[config.mk]
export PLATFORM = sky130hd
export DESIGN_NAME = ph_pwm_multi
export DESIGN_NICKNAME = d
export VERILOG_FILES = /design/src/rtl/ph_pwm_pkg.sv /design/src/rtl/ph_pwm_chan.sv /design/src/rtl/ph_pwm_multi.sv
export SDC_FILE = /design/constraint.sdc
export NUM_CORES = 1
export LEC_CHECK = 0
export ABC_AREA = 1
export BUFFER_PORTS_ARGS = -buffer_cell sky130_fd_sc_hd__clkbuf_2
export CORE_MARGIN = 1.5
export CORE_UTILIZATION = 50
export CTS_BUF_LIST = sky130_fd_sc_hd__clkbuf_4 sky130_fd_sc_hd__clkbuf_8
export CTS_CLUSTER_DIAMETER = 50
export DETAILED_ROUTE_END_ITERATION = 8
export MAX_ROUTING_LAYER = met4
export PLACE_DENSITY = 0.71
export SYNTH_ARGS = -nofsm -noshare
export SYNTH_HDL_FRONTEND = slang
export SYNTH_SLANG_ARGS = --single-unit
[constraint.sdc]
create_clock -name CLK -period 4.5 [get_ports CLK]
set_input_delay 0.45 -clock CLK [delete_from_list [all_inputs] [get_ports CLK]]
set_output_delay 0.45 -clock CLK [all_outputs]
set_load 0.01 [all_outputs]
[src/rtl/ph_pwm_pkg.sv]
// Shared definitions for the multi-channel phase PWM: state encoding,
// reset defaults and the commit-time clamp helpers.
package ph_pwm_pkg;

  typedef logic [1:0] state_t;

  localparam state_t ST_IDLE  = 2'd0;
  localparam state_t ST_RUN   = 2'd1;
  localparam state_t ST_DRAIN = 2'd2;

  localparam int PKG_NCH        = 3;
  localparam int PKG_CW         = 16;
  localparam int PKG_DEF_PERIOD = 1000;
  localparam int PKG_DEF_DUTY   = 500;
  localparam int MIN_PERIOD     = 2;

  // Values are carried in 32 bits so one helper serves any CW up to 32.
  function automatic logic [31:0] clamp_per(input logic [31:0] per);
    return (per < 32'(MIN_PERIOD)) ? 32'(MIN_PERIOD) : per;
  endfunction

  function automatic logic [31:0] clamp_phase(input logic [31:0] phase, input logic [31:0] per);
    return (phase >= per) ? 32'd0 : phase;
  endfunction

endpackage

[src/rtl/ph_pwm_chan.sv]
// One PWM channel: shifts the shared counter by this channel's phase,
// wraps it into the period and registers the duty compare.
module ph_pwm_chan #(
  parameter int CW = 16
) (
  input  logic          clk,
  input  logic          rst_n,
  input  logic [CW-1:0] cnt,
  input  logic [CW-1:0] per,
  input  logic [CW-1:0] duty,
  input  logic [CW-1:0] phase,
  input  logic          run,
  output logic          pwm
);

  logic [CW:0] sum;
  logic [CW:0] loc;
  logic        pwm_reg;

  // One extra bit so cnt + phase cannot overflow before the wrap.
  always_comb begin
    sum = {1'b0, cnt} + {1'b0, phase};
    loc = (sum >= {1'b0, per}) ? (sum - {1'b0, per}) : sum;
  end

  always_ff @(posedge clk or negedge rst_n) begin
    if (!rst_n) begin
      pwm_reg <= 1'b0;
    end else begin
      pwm_reg <= run && (loc < {1'b0, duty});
    end
  end

  assign pwm = pwm_reg;

endmodule

[src/rtl/ph_pwm_multi.sv]
// N-channel phase PWM: one shared period counter, double-buffered
// period/duty/phase that commit only at a period boundary, drain on disable.
module ph_pwm_multi
  import ph_pwm_pkg::*;
#(
  parameter int NCH        = PKG_NCH,
  parameter int CW         = PKG_CW,
  parameter int DEF_PERIOD = PKG_DEF_PERIOD,
  parameter int DEF_DUTY   = PKG_DEF_DUTY
) (
  input  logic              CLK,
  input  logic              RESET_N,
  input  logic              ENABLE,
  input  logic              LOAD,
  input  logic [CW-1:0]     PERIOD,
  input  logic [NCH*CW-1:0] DUTY,
  input  logic [NCH*CW-1:0] PHASE,
  output logic [NCH-1:0]    PWM,
  output logic              PERIOD_START,
  output logic              LOAD_PEND,
  output logic              BUSY
);

  localparam logic [CW-1:0]     DEF_PER_W  = CW'(DEF_PERIOD);
  localparam logic [CW-1:0]     DEF_DUTY_1 = CW'(DEF_DUTY);
  localparam logic [NCH*CW-1:0] DEF_DUTY_W = {NCH{DEF_DUTY_1}};

  state_t              state_reg, state_next;
  logic [CW-1:0]       cnt_reg, cnt_next;
  logic [CW-1:0]       per_reg, per_sh_reg, per_commit;
  logic [NCH*CW-1:0]   duty_reg, duty_sh_reg;
  logic [NCH*CW-1:0]   phase_reg, phase_sh_reg, phase_commit;
  logic                load_pend_reg, period_start_reg, busy_reg;
  logic                wrap, commit, run;

  assign wrap   = (cnt_reg == per_reg - CW'(1));
  assign run    = (state_reg != ST_IDLE);
  assign commit = load_pend_reg && (!run || wrap);

  // Phase is clamped against the period being committed alongside it.
  assign per_commit = CW'(clamp_per(32'(per_sh_reg)));

  always_comb begin
    state_next = state_reg;
    cnt_next   = cnt_reg;
    case (state_reg)
      ST_IDLE: begin
        cnt_next = '0;
        if (ENABLE) state_next = ST_RUN;
      end
      ST_RUN: begin
        cnt_next = wrap ? '0 : cnt_reg + CW'(1);
        if (!ENABLE) state_next = ST_DRAIN;
      end
      ST_DRAIN: begin
        cnt_next = wrap ? '0 : cnt_reg + CW'(1);
        if (ENABLE)    state_next = ST_RUN;
        else if (wrap) state_next = ST_IDLE;
      end
      default: begin
        state_next = ST_IDLE;
        cnt_next   = '0;
      end
    endcase
  end

  always_ff @(posedge CLK or negedge RESET_N) begin
    if (!RESET_N) begin
      state_reg        <= ST_IDLE;
      cnt_reg          <= '0;
      per_reg          <= DEF_PER_W;
      duty_reg         <= DEF_DUTY_W;
      phase_reg        <= '0;
      per_sh_reg       <= DEF_PER_W;
      duty_sh_reg      <= DEF_DUTY_W;
      phase_sh_reg     <= '0;
      load_pend_reg    <= 1'b0;
      period_start_reg <= 1'b0;
      busy_reg         <= 1'b0;
    end else begin
      state_reg        <= state_next;
      cnt_reg          <= cnt_next;
      period_start_reg <= (state_next != ST_IDLE) && (cnt_next == '0);
      busy_reg         <= (state_next != ST_IDLE);
      // Commit reads the old shadow, so a LOAD on the wrap edge waits a period.
      if (commit) begin
        per_reg   <= per_commit;
        duty_reg  <= duty_sh_reg;
        phase_reg <= phase_commit;
      end
      if (LOAD) begin
        per_sh_reg   <= PERIOD;
        duty_sh_reg  <= DUTY;
        phase_sh_reg <= PHASE;
      end
      load_pend_reg <= LOAD || (load_pend_reg && !commit);
    end
  end

  for (genvar gi = 0; gi < NCH; gi++) begin : g_chan
    assign phase_commit[gi*CW +: CW] =
      CW'(clamp_phase(32'(phase_sh_reg[gi*CW +: CW]), 32'(per_commit)));

    ph_pwm_chan #(.CW(CW)) u_chan (
      .clk   (CLK),
      .rst_n (RESET_N),
      .cnt   (cnt_reg),
      .per   (per_reg),
      .duty  (duty_reg[gi*CW +: CW]),
      .phase (phase_reg[gi*CW +: CW]),
      .run   (run),
      .pwm   (PWM[gi])
    );
  end

  assign PERIOD_START = period_start_reg;
  assign LOAD_PEND    = load_pend_reg;
  assign BUSY         = busy_reg;

endmodule
# [Yosys cells after proc, flatten, opt, wreduce, memory -nomap -nowiden]
# Index checks and enable logic that the tools add are counted.
[op_classes] multipliers=0 shifts=0 n_div=0 n_reduce_logical=15 bitwise=0 eq_ne=3 mux=14 n_lt_le_gt_ge=10 add_sub_neg=8
[op_table] op="16-bit two-way mux" n=6
[op_table] op="16-bit by 16-bit adder with 17-bit output" n=3
[op_table] op="17-bit by 16-bit >= comparator with 1-bit output" n=3
[op_table] op="17-bit by 16-bit < comparator with 1-bit output" n=3
[op_table] op="17-bit two-way mux" n=3
[op_table] op="17-bit by 16-bit subtractor with 17-bit output" n=3
[op_table] op="16-bit >= comparator" n=3
[op_table] op="16-bit by 1-bit adder with 16-bit output, second input constant" n=1
[op_table] op="16-bit equality test" n=1
[op_table] op="16-bit zero test" n=1
[op_table] op="16-bit by 2-bit < comparator with 1-bit output, second input constant" n=1
[op_table] op="16-bit by 1-bit subtractor with 16-bit output, second input constant" n=1
[op_table] op="2-bit two-way mux" n=4
[op_table] op="1-bit logical AND" n=6
[op_table] op="2-bit case mux with 3 select lines" n=1
[op_table] op="2-bit nonzero test" n=2
[op_table] op="2-bit by 1-bit equality test with 1-bit output, second input constant" n=1
[op_table] op="2-bit equality test, second input constant" n=1
[op_table] op="1-bit zero test" n=2
[op_table] op="2-bit zero test" n=1
[op_table] op="1-bit logical OR" n=2
[op_table] op="2-bit OR reduction" n=1
[word_totals] elab_cells=64 mem_count=0 regBits=248 romBits=0 mem_bits_rw=0 latchBits=0

# [Logic depth before layout (Yosys ltp)]
[depth] word_depth=7 depth_mapped=33

# [Modules after synthesis]
# Synthesis repeated with hierarchy kept, for this count alone.
[hier_totals] hier_cells=2341 area_unflattened_um2=18453.9
[modules_own_cells] mod="ph_pwm_multi" area_each_um2=11408.4 n_inst=1 cells_each=1176
[modules_own_cells] mod="ph_pwm_chan at g_chan[0].u_chan" area_each_um2=2467.4 n_inst=1 cells_each=391
[modules_own_cells] mod="ph_pwm_chan at g_chan[2].u_chan" area_each_um2=2297.2 n_inst=1 cells_each=385
[modules_own_cells] mod="ph_pwm_chan at g_chan[1].u_chan" area_each_um2=2280.9 n_inst=1 cells_each=389

# [Worst setup path after synthesis]
# OpenSTA, ideal clock, no wires.
[synth_path] kind="register -> register" startpoint="register cnt_reg[0]" endpoint="register g_chan[2].u_chan.pwm_reg" path_stages_with_launch=34 arrival_time_ns=4.407 setup_slack_ns=-0.025 n_path_buf=1 cell_sequence="dfrtp_1 > ha_1 > inv_1 > fa_1 > nand3b_1 > nand2_1 > inv_1 > o21ai_1 > nand2_1 > nand2_1 > a21oi_1 > xor2_1 > inv_1 > ha_1 > nand2_1 > nor2_1 > nand4_1 > o21ai_0 > nand2_1 > nand2_1 > inv_1 > clkbuf_1 > nand2_1 > o21ai_0 > ha_1 > nand2_1 > inv_1 > nand2_1 > inv_1 > nand2_1 > nor3_1 > nand2_1 > a21oi_1 > nor2_1"
[synth_via] elab_chain_len=5 word_cells_on_any_way=6
[synth_rtl] element="start, declared" line="ph_pwm_multi.sv:29" text="logic [CW-1:0] cnt_reg, cnt_next;"
[synth_rtl] element="start signal, assigned" line="ph_pwm_multi.sv:82" text="cnt_reg <= cnt_next;"
[synth_rtl] element="16-bit by 16-bit adder with 17-bit output *" line="ph_pwm_chan.sv:22" text="sum = {1'b0, cnt} + {1'b0, phase};"
[synth_rtl] element="17-bit by 16-bit subtractor with 17-bit output / 17-bit by 16-bit >= comparator with 1-bit output (equally long branches)" line="ph_pwm_chan.sv:23" text="loc = (sum >= {1'b0, per}) ? (sum - {1'b0, per}) : sum;"
[synth_rtl] element="17-bit two-way mux *" line="ph_pwm_chan.sv:23"
[synth_rtl] element="17-bit by 16-bit < comparator with 1-bit output *" line="ph_pwm_chan.sv:30" text="pwm_reg <= run && (loc < {1'b0, duty});"
[synth_rtl] element="1-bit logical AND *" line="ph_pwm_chan.sv:30"
[synth_rtl] element="end signal, assigned" line="ph_pwm_chan.sv:30"
[synth_rtl] element="end, declared" line="ph_pwm_chan.sv:18" text="logic pwm_reg;"
# Every way passes the cells marked *; elsewhere a longest branch is shown, timed or not.
# A chain may end at the register's enable or synchronous reset.

# [Final worst setup path]
# Ends and elaborated chain as after synthesis.

==> metrics.md <==
| Metric | Value |
|---|---|
| WL per Instance | 16.8 um |
| DRT iter0 DRCs | approximately 700 |
| Fillers | ~3,000 |
| WP data required | roughly 5 ns |
| Syn Inst Count | 2,228 |
| Worst hold stages | 3 |
| Peak supply drop | 316 uV |
| TritonCTS clock tree | built |
| Boundary Pins | 122 |
| Fmax | 0.228 GHz |
| Pre-antenna DRT Iters | 5 |
| Min Clock Period, post-route | 4.38 ns |
| Status | completed |
| Die span in y | 190 um |
| Final period utilization | 97.3% |
| Largest net degree at the start of global routing | 109 |
| Fin util | 62.9% |
| Drt via density | 5.30 |
| Clk_skew | 0.0224 ns |
| Post-synth net total | 2,545 |
| Most common cell on crit path | a21oi_2 |
| EDFF count, synth | 0 |
| Cell Area, Synth | 17,500 um^2 |
| Port bufs | 121 |
| Area Overhead vs Synth | 24.0% |
| Diodes inserted | 0 |
| All-Layer GR Usage | around 29% |
| Top cells by area, synth | dfrtp_1 (29%), ha_1 (14%), nand2_1 (13%) |
| GR Overflow Total | 0 |
| Sw frac | 47.2% |
| Max-cap violations | 0 |
| Core area | 34,500 um^2 |
| Worst-path clk slew | 0.06 ns |
| Final hold vios | 0 |
| Top cells by instance count after synthesis | nand2_1 (591), inv_1 (280), o21ai_0 (203), dfrtp_1 (200), ha_1 (195) |
| Synth top area share | 28.7% |
| Num CTS Buffers | 43 |
| Ys flop type | dfrtp_1 |
| Initial antenna violation count | 0 |
| Chip width | 190 um |
| R2R cell count | 28 |
| Hold WS | about 0.026 ns |
| Max-slew headroom | between 40% and 50% |
| Clk sink count | about 250 |
| Number of core rows | 68 |
| DP Wirelength | 38.9 mm |
| Crit path max fanout | 6 |
| Setup violators final | 0 |
| Synth warn | 0 |
| Clock tree buffer depth | 3 |
| Reg2reg start | cnt_reg[0]$_DFF_PN0_ |
| Via count | between 15,000 and 20,000 |
| Critical Path Start Type | flop |
| Final WL | between 50 and 60 mm |
| Switch Pwr | approximately 7600 uW |
| Sequential share of power | 21.2% |
| Crit. End Element | flop |
| HP Start | DUTY[40] |
| Power per cell area | 738 nW/um^2 |
| Clock Power Share | between 10 and 15% |
| Critical Path Start | cnt_reg[0]$_DFF_PN0_ |
| Register area share after synthesis | a little over a third |
| ANT nets after route | 0 |
| Comb power frac | 64.8% |
| Share of layout cells above drive strength 1 | between 20% and 30% |
| Fin nets | 2,828 |
| Leak | 0.0110 uW |
| First-pass GRT wire length | around 79 mm |
| Fin Setup TNS | 0 ns |
| Leading area contributor after synthesis | dfrtp_1 |
| Residual DRC | 0 |
| Multi-input gate area | 10,800 um^2 |
| CP max stage delay | 0.42 ns |
| RSZ-0062 raised after global routing | yes |
| Clock Latency Late Sink | 0.63 ns |
| Total power | 16,000 uW |
| Async S/R FF share, synth | 100% |
| Number of global-route vias before repair | 15,300 |
| Least-Margin Pin Slew | 0.793 ns |
| Critical Path AT | 4.90 ns |
| Htree depth | 2 |
| Most common cell in the synthesized netlist | nand2_1 |
| Post-synth cell types | 45 |
| Slowest CP cell | dfrtp_1 |
| Register Area | 6270 um^2 |
| Hold Crit Class | in -> reg |
| Max Slew Vio Count | 0 |
| Seq cells post-synth | 248 |
| Internal Dissipation | 8440 uW |
| Starting density of the core | 50.7% |
| Syn Area/Cell | 7.84 um^2 |
| Root buf cell | clkbuf_8 |
| Gpl congestion | 0.949 |
| DIE AREA | 36,100 um^2 |
| Setup CP Type | reg -> reg |
repair_timing:
item | 4_1_cts | 5_1_grt
hold buffers | 1 | 0
hold endpoints to repair | 82 | 0
resized for setup | 21 | 192
setup buffers | 12 | 32
cloned | 1 | 0
setup endpoints to repair | 3 | 3
pin swaps | 6 | 86
through the flow:
| stage | area (um^2) | worst slack [ns] | instances |
|---|---|---|---|
| 6_report | 21700 | 0.120 | 3000 |
| 5_1_grt | 21700 | -0.175 | 3000 |
| 4_1_cts | 20500 | 0.00156 | 2969 |
| 3_5_place_dp | 19400 | -0.230 | 2876 |
| 3_3_place_gp | 19400 | -0.157 | 2876 |
| 2_1_floorplan | 17500 | 0.0322 | 2228 |
power groups by stage:
stage	registers (uW)	clock network [uW]	logic, uW
2_1_floorplan	3180	0	6440
3_3_place_gp	3360	0	8750
3_5_place_dp	3380	0	8940
4_1_cts	3350	2270	9220
5_1_grt	3450	2370	11600
6_report	3400	2230	10400
placed cells by master (no fill, tap or decap), types with 10 or more instances in the layout:
master,count
o211ai_1,10
xnor2_1,29
nand3_1,61
nand4_1,25
clkbuf_2,119
a21oi_1,106
o21ai_1,38
xor2_1,56
clkbuf_8,48
nand2_1,562
inv_1,269
ha_4,32
nor3_1,21
clkbuf_4,15
nand2_2,25
dfrtp_1,193
ha_1,159
o21ai_2,16
nor2_1,113
buf_4,159
a21o_1,13
a21oi_2,19
a31oi_1,14
dfstp_2,48
mux2_2,46
o21ai_0,181
layout make-up:
type / count / area share [%]
multi-input combinational: 1641 / 49.8
sequential: 248 / 29.0
timing repair buffer: 292 / 9.32
inverter: 284 / 4.99
clock buffer: 63 / 3.57
tap: 455 / 2.63
clock inverter: 16 / 0.733
timing repair inverter: 1 / 0.0347
per-layer routing:
metal	vias up	global-route usage (%)	routed length (um)
li1	7908	-	-
met1	7451	38.8	23800
met2	431	43.1	22100
met3	99	3.95	2530
met4	0	11.8	2030
met5	-	-	0
cells by family (layout without fill, tap and decap cells):
group | after synthesis | after routing | synth area share (%)
compound gates | 435 | 435 | 13.6
buf+inv | 339 | 656 | 7.83
simple gates | 861 | 861 | 20.2
flops | 248 | 248 | 35.9
fa+ha+maj | 201 | 201 | 14.7
xor+xnor | 98 | 98 | 4.91
mux | 46 | 46 | 2.97
worst max-delay path: cells and delay by family (launching register included):
| family | cells | cell delay, ns |
|---|---|---|
| buf+inv | 5 | 0.49 |
| compound gates | 11 | 1.33 |
| xor+xnor | 1 | 0.27 |
| flops | 1 | 0.42 |
| fa+ha+maj | 4 | 1.11 |
| simple gates | 7 | 0.66 |
worst paths after layout:
path | slack, ns | endpoint
worst max-delay path | 0.12 | g_chan[2].u_chan.pwm$_DFF_PN0_
worst min-delay path | 0.03 | duty_sh_reg[40]$_DFFE_PN1P_
worst max register to register | 0.12 | g_chan[2].u_chan.pwm$_DFF_PN0_
worst min register to register | 0.48 | duty_sh_reg[5]$_DFFE_PN1P_
max in group asynchronous | 3.03 | cnt_reg[3]$_DFF_PN0_
min in group asynchronous | 0.44 | phase_sh_reg[19]$_DFFE_PN0P_
No activity file was read; power rests on OpenSTA's default activity.
